`config.mk`:
```
export PLATFORM = sky130hd
export DESIGN_NAME = pin_entry
export DESIGN_NICKNAME = d
export VERILOG_FILES = /design/src/rtl/pin_entry.sv
export SDC_FILE = /design/constraint.sdc
export NUM_CORES = 1
export LEC_CHECK = 0
export CAP_MARGIN = 10
export CORE_MARGIN = 2
export CORE_UTILIZATION = 49
export CTS_BUF_LIST = sky130_fd_sc_hd__clkbuf_16
export DETAILED_ROUTE_END_ITERATION = 16
export GPL_TIMING_DRIVEN = 0
export PLACE_DENSITY = 0.75
export SLEW_MARGIN = 30
export SYNTH_ARGS = -nofsm -noshare
export SYNTH_HDL_FRONTEND = slang
export SYNTH_SLANG_ARGS = --single-unit
```
`constraint.sdc`:
```
create_clock -name clk_2 -period 2.1 [get_ports clk_2]
set_clock_uncertainty 0.2 [all_clocks]
set_input_delay 0.21 -clock clk_2 [delete_from_list [all_inputs] [get_ports clk_2]]
set_output_delay 0.21 -clock clk_2 [all_outputs]
set_load 0.02 [all_outputs]
```
`src/rtl/pin_entry.sv`:
```
// PIN entry front end: synchronises and debounces the keypad switches, assembles a
// 3-digit PIN and offers it to the validator over a valid/ready handshake.
module pin_entry #(
  parameter int unsigned DEBOUNCE_CYCLES = 4,
  parameter int unsigned TIMEOUT_CYCLES  = 1000
) (
  input  logic       clk_2,
  input  logic       reset,
  input  logic       card_in,
  input  logic       enter_btn,
  input  logic       clear_btn,
  input  logic [2:0] code,
  input  logic       pin_ready,
  output logic       pin_valid,
  output logic [2:0] pin_d1,
  output logic [2:0] pin_d2,
  output logic [2:0] pin_d3,
  output logic [1:0] digit_count,
  output logic       reject,
  output logic       timeout,
  output logic [1:0] state_out
);

  localparam int unsigned DB_W = (DEBOUNCE_CYCLES > 1) ? $clog2(DEBOUNCE_CYCLES) : 1;
  localparam int unsigned TO_W = $clog2(TIMEOUT_CYCLES);
  localparam logic [DB_W-1:0] DB_LAST = DB_W'(DEBOUNCE_CYCLES - 1);
  localparam logic [TO_W-1:0] TO_LAST = TO_W'(TIMEOUT_CYCLES - 1);

  typedef enum logic [1:0] {
    S_IDLE    = 2'd0,
    S_COLLECT = 2'd1,
    S_FULL    = 2'd2
  } state_e;

  state_e state, state_nxt;

  logic       card_s1, card_s;
  logic [1:0] btn_s1, btn_s;          // bit 0 enter, bit 1 clear
  logic [2:0] code_s1, code_s;

  logic [1:0]      db;
  logic [DB_W-1:0] db_cnt [2];
  logic [1:0]      rise_c;

  logic [TO_W-1:0] tcnt, tcnt_nxt;
  logic [2:0]      d1_nxt, d2_nxt, d3_nxt;
  logic [1:0]      dc_nxt;
  logic            reject_nxt, timeout_nxt, pin_valid_nxt;

  logic enter_press_c, clear_press_c, in_collect_c;
  logic enter_acc_c, clear_acc_c, reject_c;

  // Two-flop synchronisers for every raw switch input
  always_ff @(posedge clk_2 or negedge reset) begin
    if (!reset) begin
      card_s1 <= 1'b0;
      card_s  <= 1'b0;
      btn_s1  <= 2'b00;
      btn_s   <= 2'b00;
      code_s1 <= 3'd0;
      code_s  <= 3'd0;
    end else begin
      card_s1 <= card_in;
      card_s  <= card_s1;
      btn_s1  <= {clear_btn, enter_btn};
      btn_s   <= btn_s1;
      code_s1 <= code;
      code_s  <= code_s1;
    end
  end

  // Debounce: level flips after DEBOUNCE_CYCLES consecutive mismatching edges
  always_ff @(posedge clk_2 or negedge reset) begin
    if (!reset) begin
      db <= 2'b00;
      for (int i = 0; i < 2; i++) db_cnt[i] <= '0;
    end else begin
      for (int i = 0; i < 2; i++) begin
        if (btn_s[i] != db[i]) begin
          if (db_cnt[i] == DB_LAST) begin
            db[i]     <= btn_s[i];
            db_cnt[i] <= '0;
          end else begin
            db_cnt[i] <= db_cnt[i] + DB_W'(1);
          end
        end else begin
          db_cnt[i] <= '0;
        end
      end
    end
  end

  // A press is acted on the same edge the debounced level rises
  always_comb begin
    for (int i = 0; i < 2; i++) begin
      rise_c[i] = !db[i] && btn_s[i] && (db_cnt[i] == DB_LAST);
    end
  end

  assign enter_press_c = rise_c[0];
  assign clear_press_c = rise_c[1];
  assign in_collect_c  = (state == S_COLLECT);
  assign clear_acc_c   = in_collect_c && clear_press_c && (digit_count != 2'd0);
  assign enter_acc_c   = in_collect_c && enter_press_c && !clear_press_c && (code_s != 3'd0);
  assign reject_c      = in_collect_c && enter_press_c && !clear_press_c && (code_s == 3'd0)
                         && card_s;

  always_ff @(posedge clk_2 or negedge reset) begin
    if (!reset) state <= S_IDLE;
    else        state <= state_nxt;
  end

  always_comb begin
    state_nxt = state;
    case (state)
      S_IDLE:    if (card_s) state_nxt = S_COLLECT;
      S_COLLECT: if (enter_acc_c && (digit_count == 2'd2)) state_nxt = S_FULL;
      S_FULL:    if (pin_ready) state_nxt = S_COLLECT;
      default:   state_nxt = S_IDLE;
    endcase
    if (!card_s) state_nxt = S_IDLE;
  end

  // Datapath next values; card removal overrides everything else
  always_comb begin
    d1_nxt      = pin_d1;
    d2_nxt      = pin_d2;
    d3_nxt      = pin_d3;
    dc_nxt      = digit_count;
    tcnt_nxt    = tcnt;
    reject_nxt  = 1'b0;
    timeout_nxt = 1'b0;
    case (state)
      S_COLLECT: begin
        reject_nxt = reject_c;
        if (clear_acc_c) begin
          case (digit_count)
            2'd1:    d1_nxt = 3'd0;
            2'd2:    d2_nxt = 3'd0;
            default: d3_nxt = 3'd0;
          endcase
          dc_nxt   = digit_count - 2'd1;
          tcnt_nxt = '0;
        end else if (enter_acc_c) begin
          case (digit_count)
            2'd0:    d1_nxt = code_s;
            2'd1:    d2_nxt = code_s;
            default: d3_nxt = code_s;
          endcase
          dc_nxt   = digit_count + 2'd1;
          tcnt_nxt = '0;
        end else if (digit_count != 2'd0) begin
          if (tcnt == TO_LAST) begin
            d1_nxt      = 3'd0;
            d2_nxt      = 3'd0;
            d3_nxt      = 3'd0;
            dc_nxt      = 2'd0;
            tcnt_nxt    = '0;
            timeout_nxt = 1'b1;
          end else begin
            tcnt_nxt = tcnt + TO_W'(1);
          end
        end else begin
          tcnt_nxt = '0;
        end
      end
      S_FULL: begin
        tcnt_nxt = '0;
        if (pin_ready) begin
          d1_nxt = 3'd0;
          d2_nxt = 3'd0;
          d3_nxt = 3'd0;
          dc_nxt = 2'd0;
        end
      end
      default: begin
        d1_nxt   = 3'd0;
        d2_nxt   = 3'd0;
        d3_nxt   = 3'd0;
        dc_nxt   = 2'd0;
        tcnt_nxt = '0;
      end
    endcase
    if (!card_s) begin
      d1_nxt      = 3'd0;
      d2_nxt      = 3'd0;
      d3_nxt      = 3'd0;
      dc_nxt      = 2'd0;
      tcnt_nxt    = '0;
      reject_nxt  = 1'b0;
      timeout_nxt = 1'b0;
    end
    pin_valid_nxt = (state_nxt == S_FULL);
  end

  always_ff @(posedge clk_2 or negedge reset) begin
    if (!reset) begin
      pin_d1      <= 3'd0;
      pin_d2      <= 3'd0;
      pin_d3      <= 3'd0;
      digit_count <= 2'd0;
      tcnt        <= '0;
      reject      <= 1'b0;
      timeout     <= 1'b0;
      pin_valid   <= 1'b0;
    end else begin
      pin_d1      <= d1_nxt;
      pin_d2      <= d2_nxt;
      pin_d3      <= d3_nxt;
      digit_count <= dc_nxt;
      tcnt        <= tcnt_nxt;
      reject      <= reject_nxt;
      timeout     <= timeout_nxt;
      pin_valid   <= pin_valid_nxt;
    end
  end

  assign state_out = state;

endmodule

```
==> reports/results.tsv, run 1 <==
stage	metric	value	unit
cells_and_area	nets@finish	209	
yosys	Distinct cells, synth	37	
routing	count of antenna-violating nets left after detailed routing	0	
cts	Skew-Pair Late Insertion Delay	280	ps
yosys	count leader, synth	dfrtp_1	
sta	Max Slew Vio Count	0	
cells_and_area	FF/Latch Area	1100	sq um
cts	# clock sinks	44	
sta	min Tclk post-route	2140	ps
worst_setup_path	biggest cell delay along the critical path	430	ps
sta	Max-slew headroom	71.6	%
die	chip height	66.6	microns
power_and_ir_drop	part of the power in registers	48.0	%
cells_and_area	FILL cells	256	
yosys	post-synthesis cell count	151	
global_routing	GR Overflow Total	0	
yosys	Seq/Total Area, Yosys	57.4	%
placement	post-DP HPWL	2480	microns
routing	Initial DRC Count	58	
sta	RSZ-0062 raised after global routing	true	
routing	via count	1257	
min_path	Hold Crit Class	register to register	
run	maxcap violations	0	
routing	Routed Wire Length	3550	microns
die	I/O pin total	25	
power_and_ir_drop	switching share of power	23.8	%
worst_setup_path	reg2reg setup slack	-40	ps
cts	CTS tree	yes	
sta	worst slew pin tran	426	ps
power_and_ir_drop	total power	0.00199	W
yosys	FFs w/ async S/R, synth	100	%
cells_and_area	area of the multi-input gates	915	sq um
worst_setup_path	Crit-path slowest cell	o41ai_4	
placement	Port Buf Inserts	24	
power_and_ir_drop	Power Density	769	nW/um^2
yosys	Area contributors post-synth	dfrtp_1 57%, mux2_4 7.0%, ha_1 5.2%	
cells_and_area	ant diodes	0	
routing	DRC viols	0	
yosys	top cell type's share of synthesized area	57.4	%
sta	period utilization	102	%
worst_setup_path	critical path startpoint category	register	
global_routing	gr usage total	18.4	%
cts	Max H-tree Level	2	
cts	Root Buffer	clkbuf_16	
power_and_ir_drop	total leakage power	1.13	nW
worst_setup_path	worst reg2reg path depth	7	
die	starting density of the core	51.6	%
worst_setup_path	R2R Path End	pin_d2[0]$_DFFE_PN0P_	
power_and_ir_drop	Net Sw Power	0.000476	W
yosys	Yosys reg bits	44	
cts	maximum buffer depth of the clock tree	2	
power_and_ir_drop	Pint	0.00152	W
cts	number of buffers created by CTS	5	
worst_setup_path	crit path kind	register to register	
global_routing	number of global-route vias before repair	1272	
die	die width	66.6	microns
worst_setup_path	reg-to-reg critical path startpoint	db_cnt[0]$_DFF_PN0_	
power_and_ir_drop	Clock power frac	36.2	%
sta	Fin. Hold Viols	0	
worst_setup_path	Crit Path Max Fanout	6	
routing	DR pass1 iterations	4	
sta	achievable frequency	468	MHz
min_path	min-delay src	btn_s1[1]$_DFF_PN0_	
sta	final worst slack	-36.7	ps
worst_setup_path	Data arrival, critical path	2100	ps
global_routing	largest net degree at the start of global routing	28	
outcome	failing checks	negative setup slack	
yosys	syn_area_per_cell	12.7	sq um
die	Cell Rows	22	
yosys	syn nets	168	
min_path	Hold Crit Depth	0	
worst_setup_path	endpoint class of the critical path	register	
cells_and_area	Core Util, Final	69.8	%
placement	Final Wtd Congestion	0.774	
global_routing	initial antenna violation count	0	
power_and_ir_drop	Comb power frac	15.8	%
min_path	Hold EP	btn_s[1]$_DFF_PN0_	
yosys	top post-synthesis cells by count	44 x dfrtp_1, 16 x nor2_1, 9 x inv_1, 9 x mux2_4	
routing	post-DR wirelength/cell	14.7	microns
yosys	Post-Syn Area	1920	sq um
die	core area	3720	sq um
global_routing	first-pass GRT wire length	5940	microns
outcome	outcome	complete, but fails checks	
yosys	largest area contributor in the netlist	dfrtp_1	
power_and_ir_drop	Max VDD drop	0.000492	V
yosys	number of flops mapped to enable cells by yosys	0	
yosys	Ys Warns	0	
sta	final setup vio count	6	
worst_setup_path	Critical Path RT	2060	ps
die	die area	4430	sq um
worst_setup_path	crit path cell chain	ha_4 > nand2_4 > buf_12 > nor3_4 > o41ai_4 > o21bai_4 > mux2_4	
routing	Vias/cell	5.22	
cells_and_area	synth-to-layout area growth	35.1	%
yosys	Post-synth top flop	dfrtp_1	
cts	Worst-path clk slew	60	ps
cells_and_area	layout cells sized above 1	28.5	%
-- cell families (layout without fill, tap and decap cells) --
family / Yosys count / in the layout / share of synthesized area (%)
xor gates and xnor gates: 7 / 7 / 3.19
buffers and inverters: 9 / 51 / 1.76
muxes: 10 / 10 / 7.56
AOI/OAI and AO/OA: 18 / 18 / 7.50
adders and majority gates: 8 / 8 / 5.22
DFF: 44 / 44 / 57.4
and+or+nand+nor: 55 / 55 / 17.4
-- power by group through the flow --
stage / combinational [W] / sequential [W] / clock (W)
floorplan: 0.000161 / 0.000953 / 0
CTS: 0.000259 / 0.000948 / 0.000731
global route: 0.000362 / 0.000967 / 0.000779
detailed placement: 0.000239 / 0.000958 / 0
global placement: 0.000216 / 0.000952 / 0
finish: 0.000314 / 0.000958 / 0.000722
-- repair_timing --
action	4_1_cts	5_1_grt
setup endpoints to repair	17	9
setup buffers	5	4
hold buffers	1	0
endpoints found under the hold margin	17	0
pin swaps	5	2
resized for setup	4	10
-- metrics by stage --
step / cells / hold slack (ps) / TNS, ps / cell area [sq um] / setup WS (ps)
after CTS: 237 / 148 / -366 / 2510 / -73.6
after floorplan: 151 / -286 / 0 / 1980 / 7.29
after detailed placement: 224 / -25.8 / -2230 / 2300 / -217
final: 241 / 145 / -161 / 2590 / -36.7
after global routing: 241 / 154 / -686 / 2590 / -115
after global placement: 223 / 133 / -17810 / 2280 / -517
-- layout by cell type, fill, tap and decap left out, drive strengths merged, types with 2 or more instances in the layout --
cell,instances
xnor2,4
clkdlybuf4s50,23
nand3b,2
nand2,8
mux2,9
xor2,3
nand2b,2
clkbuf,5
ha,8
a21oi,4
nor2,16
inv,9
clkinv,3
nor3,6
a31o,2
o21ai,5
buf,10
nor2b,3
and3,3
dfrtp,44
nand3,7
-- routing by layer --
| metal | GRT usage [%] | share of wire [%] | vias up |
|---|---|---|---|
| met1 | 22.0 | 42 | 620 |
| met2 | 30.5 | 51 | 28 |
| met3 | 6.42 | 5.2 | 6 |
| met4 | 6.89 | 1.5 | 0 |
| met5 | 0 | 0 | - |
| li1 | - | - | 603 |
-- critical path: cells and delay by family (launching register included) --
kind                     cells  cell delay [ps]
multiplexers                 1              320
buffers and inverters        1              100
adder cells (fa/ha/maj)      1              190
flip-flops                   1              410
AND/OR/NAND/NOR              2              140
AO/OA/AOI/OAI                2              670
-- layout make-up --
class,instances,area share (%)
tap,48,2.32
multi-input combinational,98,35.3
clock buffer,5,4.83
timing repair buffer,34,13.2
inverter,9,1.30
clock inverter,3,0.531
sequential,44,42.6
-- registers in the layout (all words and copies together), names as in the netlist, 2 cells and up --
register,cells
btn_s,2
btn_s1,2
code_s,3
code_s1,3
db,2
db_cnt,4
digit_count,2
pin_d1,3
pin_d2,3
pin_d3,3
state_out,2
tcnt,10
-- how the worst max path moves through the flow --
| stage | cells past startpoint | end | from |
|---|---|---|---|
| floorplan | 6 | pin_d2[0]$_DFFE_PN0P_ | db_cnt[2]$_DFF_PN0_ |
| global placement | 1 | digit_count[1]$_DFFE_PN0P_ | reset |
| detailed placement | 6 | pin_d2[0]$_DFFE_PN0P_ | db_cnt[2]$_DFF_PN0_ |
| CTS | 8 | pin_d2[0]$_DFFE_PN0P_ | db[1]$_DFFE_PN0P_ |
| global route | 8 | pin_d2[0]$_DFFE_PN0P_ | db[1]$_DFFE_PN0P_ |
| finish | 7 | pin_d2[0]$_DFFE_PN0P_ | db_cnt[0]$_DFF_PN0_ |
Note: power is estimated with default switching activity, not from simulation.
==> run 2, diff against run 1 <==
--- a/config.mk
+++ b/config.mk
@@ -12,6 +12,7 @@
 export DETAILED_ROUTE_END_ITERATION = 16
 export GPL_TIMING_DRIVEN = 0
 export PLACE_DENSITY = 0.75
+export SKIP_LAST_GASP = 1
 export SLEW_MARGIN = 30
 export SYNTH_ARGS = -nofsm -noshare
 export SYNTH_HDL_FRONTEND = slang
==> run 2 against run 1 <==
The flow still finishes with violations (negative setup slack). Combinational power shrank 18%. Cell count fell by 1.7%. Sequential share of layout area grew 1.5 points. Flip-flop and latch count did not move. Power decreased by 3.4%. Critical path depth is 1 higher. Non-clock buffer count fell by 4. Clock power barely moved. Maximum frequency shrank 3.2%. Core utilization fell by 2.4 points. Register-to-register slack got worse by 70 ps. Largest power group unchanged.
==> reports/results.tsv, run 2 (synthesis gave the netlist of run 1 again) <==
stage	metric	value	unit
outcome	failing checks	negative setup slack	
placement	dpl ws	-217	ps
sta	final worst slack	-107	ps
global_routing	number of global-route vias before repair	1266	
cells_and_area	most frequent cells in the layout	42 x dfrtp_1, 23 x clkdlybuf4s50_1, 16 x nor2_1, 9 x inv_1, 9 x mux2_4	
cells_and_area	max reg flops	10	
routing	DRC viols	0	
global_routing	first-pass GRT wire length	5860	microns
die	die area	4430	sq um
cts	Max H-tree Level	2	
cells_and_area	nets@finish	205	
routing	post-DR wirelength/cell	14.5	microns
sta	period utilization	105	%
cts	number of buffers created by CTS	5	
routing	Vias/cell	5.16	
global_routing	GR Overflow Total	0	
worst_setup_path	Critical Path RT	2060	ps
worst_setup_path	endpoint class of the critical path	register	
cts	maximum buffer depth of the clock tree	2	
min_path	Hold Crit Class	register to register	
routing	Initial DRC Count	32	
worst_setup_path	critical path startpoint category	register	
placement	post-DP HPWL	2480	microns
worst_setup_path	Top Family by Delay on Critical Path	compound AO/OA/AOI/OAI gates	
cells_and_area	synth-to-layout area growth	30.5	%
placement	Final Wtd Congestion	0.774	
die	chip height	66.6	microns
worst_setup_path	biggest cell delay along the critical path	360	ps
sta	Max Slew Vio Count	0	
sta	min Tclk post-route	2210	ps
cts	Skew-Pair Late Insertion Delay	280	ps
sta	Final Hold Slack	145	ps
sta	final setup vio count	9	
outcome	outcome	complete, but fails checks	
cells_and_area	commonest non-fill, non-tap cell in the layout	dfrtp_1	
sta	worst slew pin tran	429	ps
sta	Setup TNS	-632	ps
worst_setup_path	Data arrival, critical path	2170	ps
cts	Root Buffer	clkbuf_16	
cells_and_area	biggest regs	tcnt x10, db_cnt x4	
sta	RSZ-0062 raised after global routing	true	
cells_and_area	FILL cells	266	
cts	# clock sinks	44	
routing	count of antenna-violating nets left after detailed routing	0	
cells_and_area	Most flops, register	tcnt	
cells_and_area	ant diodes	0	
die	Cell Rows	22	
worst_setup_path	crit path cell chain	inv_1 > ha_2 > nand2_2 > nor4b_4 > buf_4 > o41ai_4 > o21bai_4 > mux2_4	
worst_setup_path	Crit-path slowest cell	dfrtp_1	
worst_setup_path	crit path kind	register to register	
sta	Max-slew headroom	71.4	%
power_and_ir_drop	total leakage power	1.09	nW
die	I/O pin total	25	
routing	DR pass1 iterations	4	
run	maxcap violations	0	
die	die width	66.6	microns
worst_setup_path	CP startpoint	db[1]$_DFFE_PN0P_	
cts	CTS tree	yes	
cells_and_area	layout cells sized above 1	24.9	%
die	core area	3720	sq um
worst_setup_path	Crit Path Max Fanout	7	
global_routing	largest net degree at the start of global routing	28	
power_and_ir_drop	Power Density	770	nW/um^2
worst_setup_path	CP Buf/Inv Count	2	
routing	Routed Wire Length	3450	microns
cts	Worst-path clk slew	60	ps
worst_setup_path	reg-to-reg critical path startpoint	db[1]$_DFFE_PN0P_	
sta	achievable frequency	453	MHz
power_and_ir_drop	Max VDD drop	0.000477	V
placement	Port Buf Inserts	24	
routing	via count	1224	
min_path	min-delay src	btn_s1[1]$_DFF_PN0_	
global_routing	gr usage total	18.2	%
sta	Fin. Hold Viols	0	
die	starting density of the core	51.6	%
global_routing	initial antenna violation count	0	
run 2: cell count changes in the layout (fill, tap and decap cells not counted), sizes merged:
cell / change
buf: -4
run 2: final cells by class:
class                           count  area [sq um]  share of cell area (%)
Sequential cell                    44          1100                    44.1
Multi-Input combinational cell     98           861                    34.4
Timing Repair Buffer               30           308                    12.3
Clock buffer                        5           125                    5.00
Tap cell                           48          60.1                    2.40
Inverter                            9          33.8                    1.35
Clock inverter                      3          13.8                   0.549
run 2: routing by layer:
metal	up-vias	global-route usage (%)	share of wire, %
met1	593	21.8	41
met2	29	30.1	51
met4	0	6.89	1.5
met5	-	0	0
li1	597	-	-
met3	5	6.42	5.7
run 2: worst paths after layout:
path                       depth (start not counted)                     to  slack (ps)
min in group asynchronous                          2      tcnt[8]$_DFF_PN0_         200
min                                                0     btn_s[1]$_DFF_PN0_         140
max reg2reg                                        8  pin_d2[0]$_DFFE_PN0P_        -110
min reg2reg                                        0     btn_s[1]$_DFF_PN0_         140
max in group asynchronous                          3   code_s1[1]$_DFF_PN0_        1020
max                                                8  pin_d2[0]$_DFFE_PN0P_        -110
run 2: worst reg2reg max path, stage by stage (launching register included):
cell      delay, ps
dfrtp_1         360
inv_1            70
ha_2            170
nand2_2          80
nor4b_4         140
buf_4           170
o41ai_4         340
o21bai_4        230
mux2_4          320
run 2: metrics by stage:
stage	std cells	cell area (sq um)	total power [W]	util [%]
CTS	237	2500	0.00194	67.3
detailed placement	224	2300	0.00120	61.9
global route	237	2500	0.00204	67.4
global placement	223	2280	0.00117	61.4
finish	237	2500	0.00193	67.4
floorplan	151	1980	0.00111	-
run 2: report_power, final:
| part | internal (W) | switching (W) | total (W) |
|---|---|---|---|
| clock | 0.000431 | 0.000289 | 0.000720 |
| combinational | 0.000135 | 0.000123 | 0.000258 |
| sequential | 0.000911 | 0.0000385 | 0.000950 |
run 2: what timing repair did:
action / in CTS / in global routing
buffers inserted: 5 / 1
hold buffers: 1 / 0
pin swaps: 5 / 0
gates resized for setup: 2 / 1
endpoints found under the setup margin: 17 / 9
hold endpoints to repair: 17 / 0
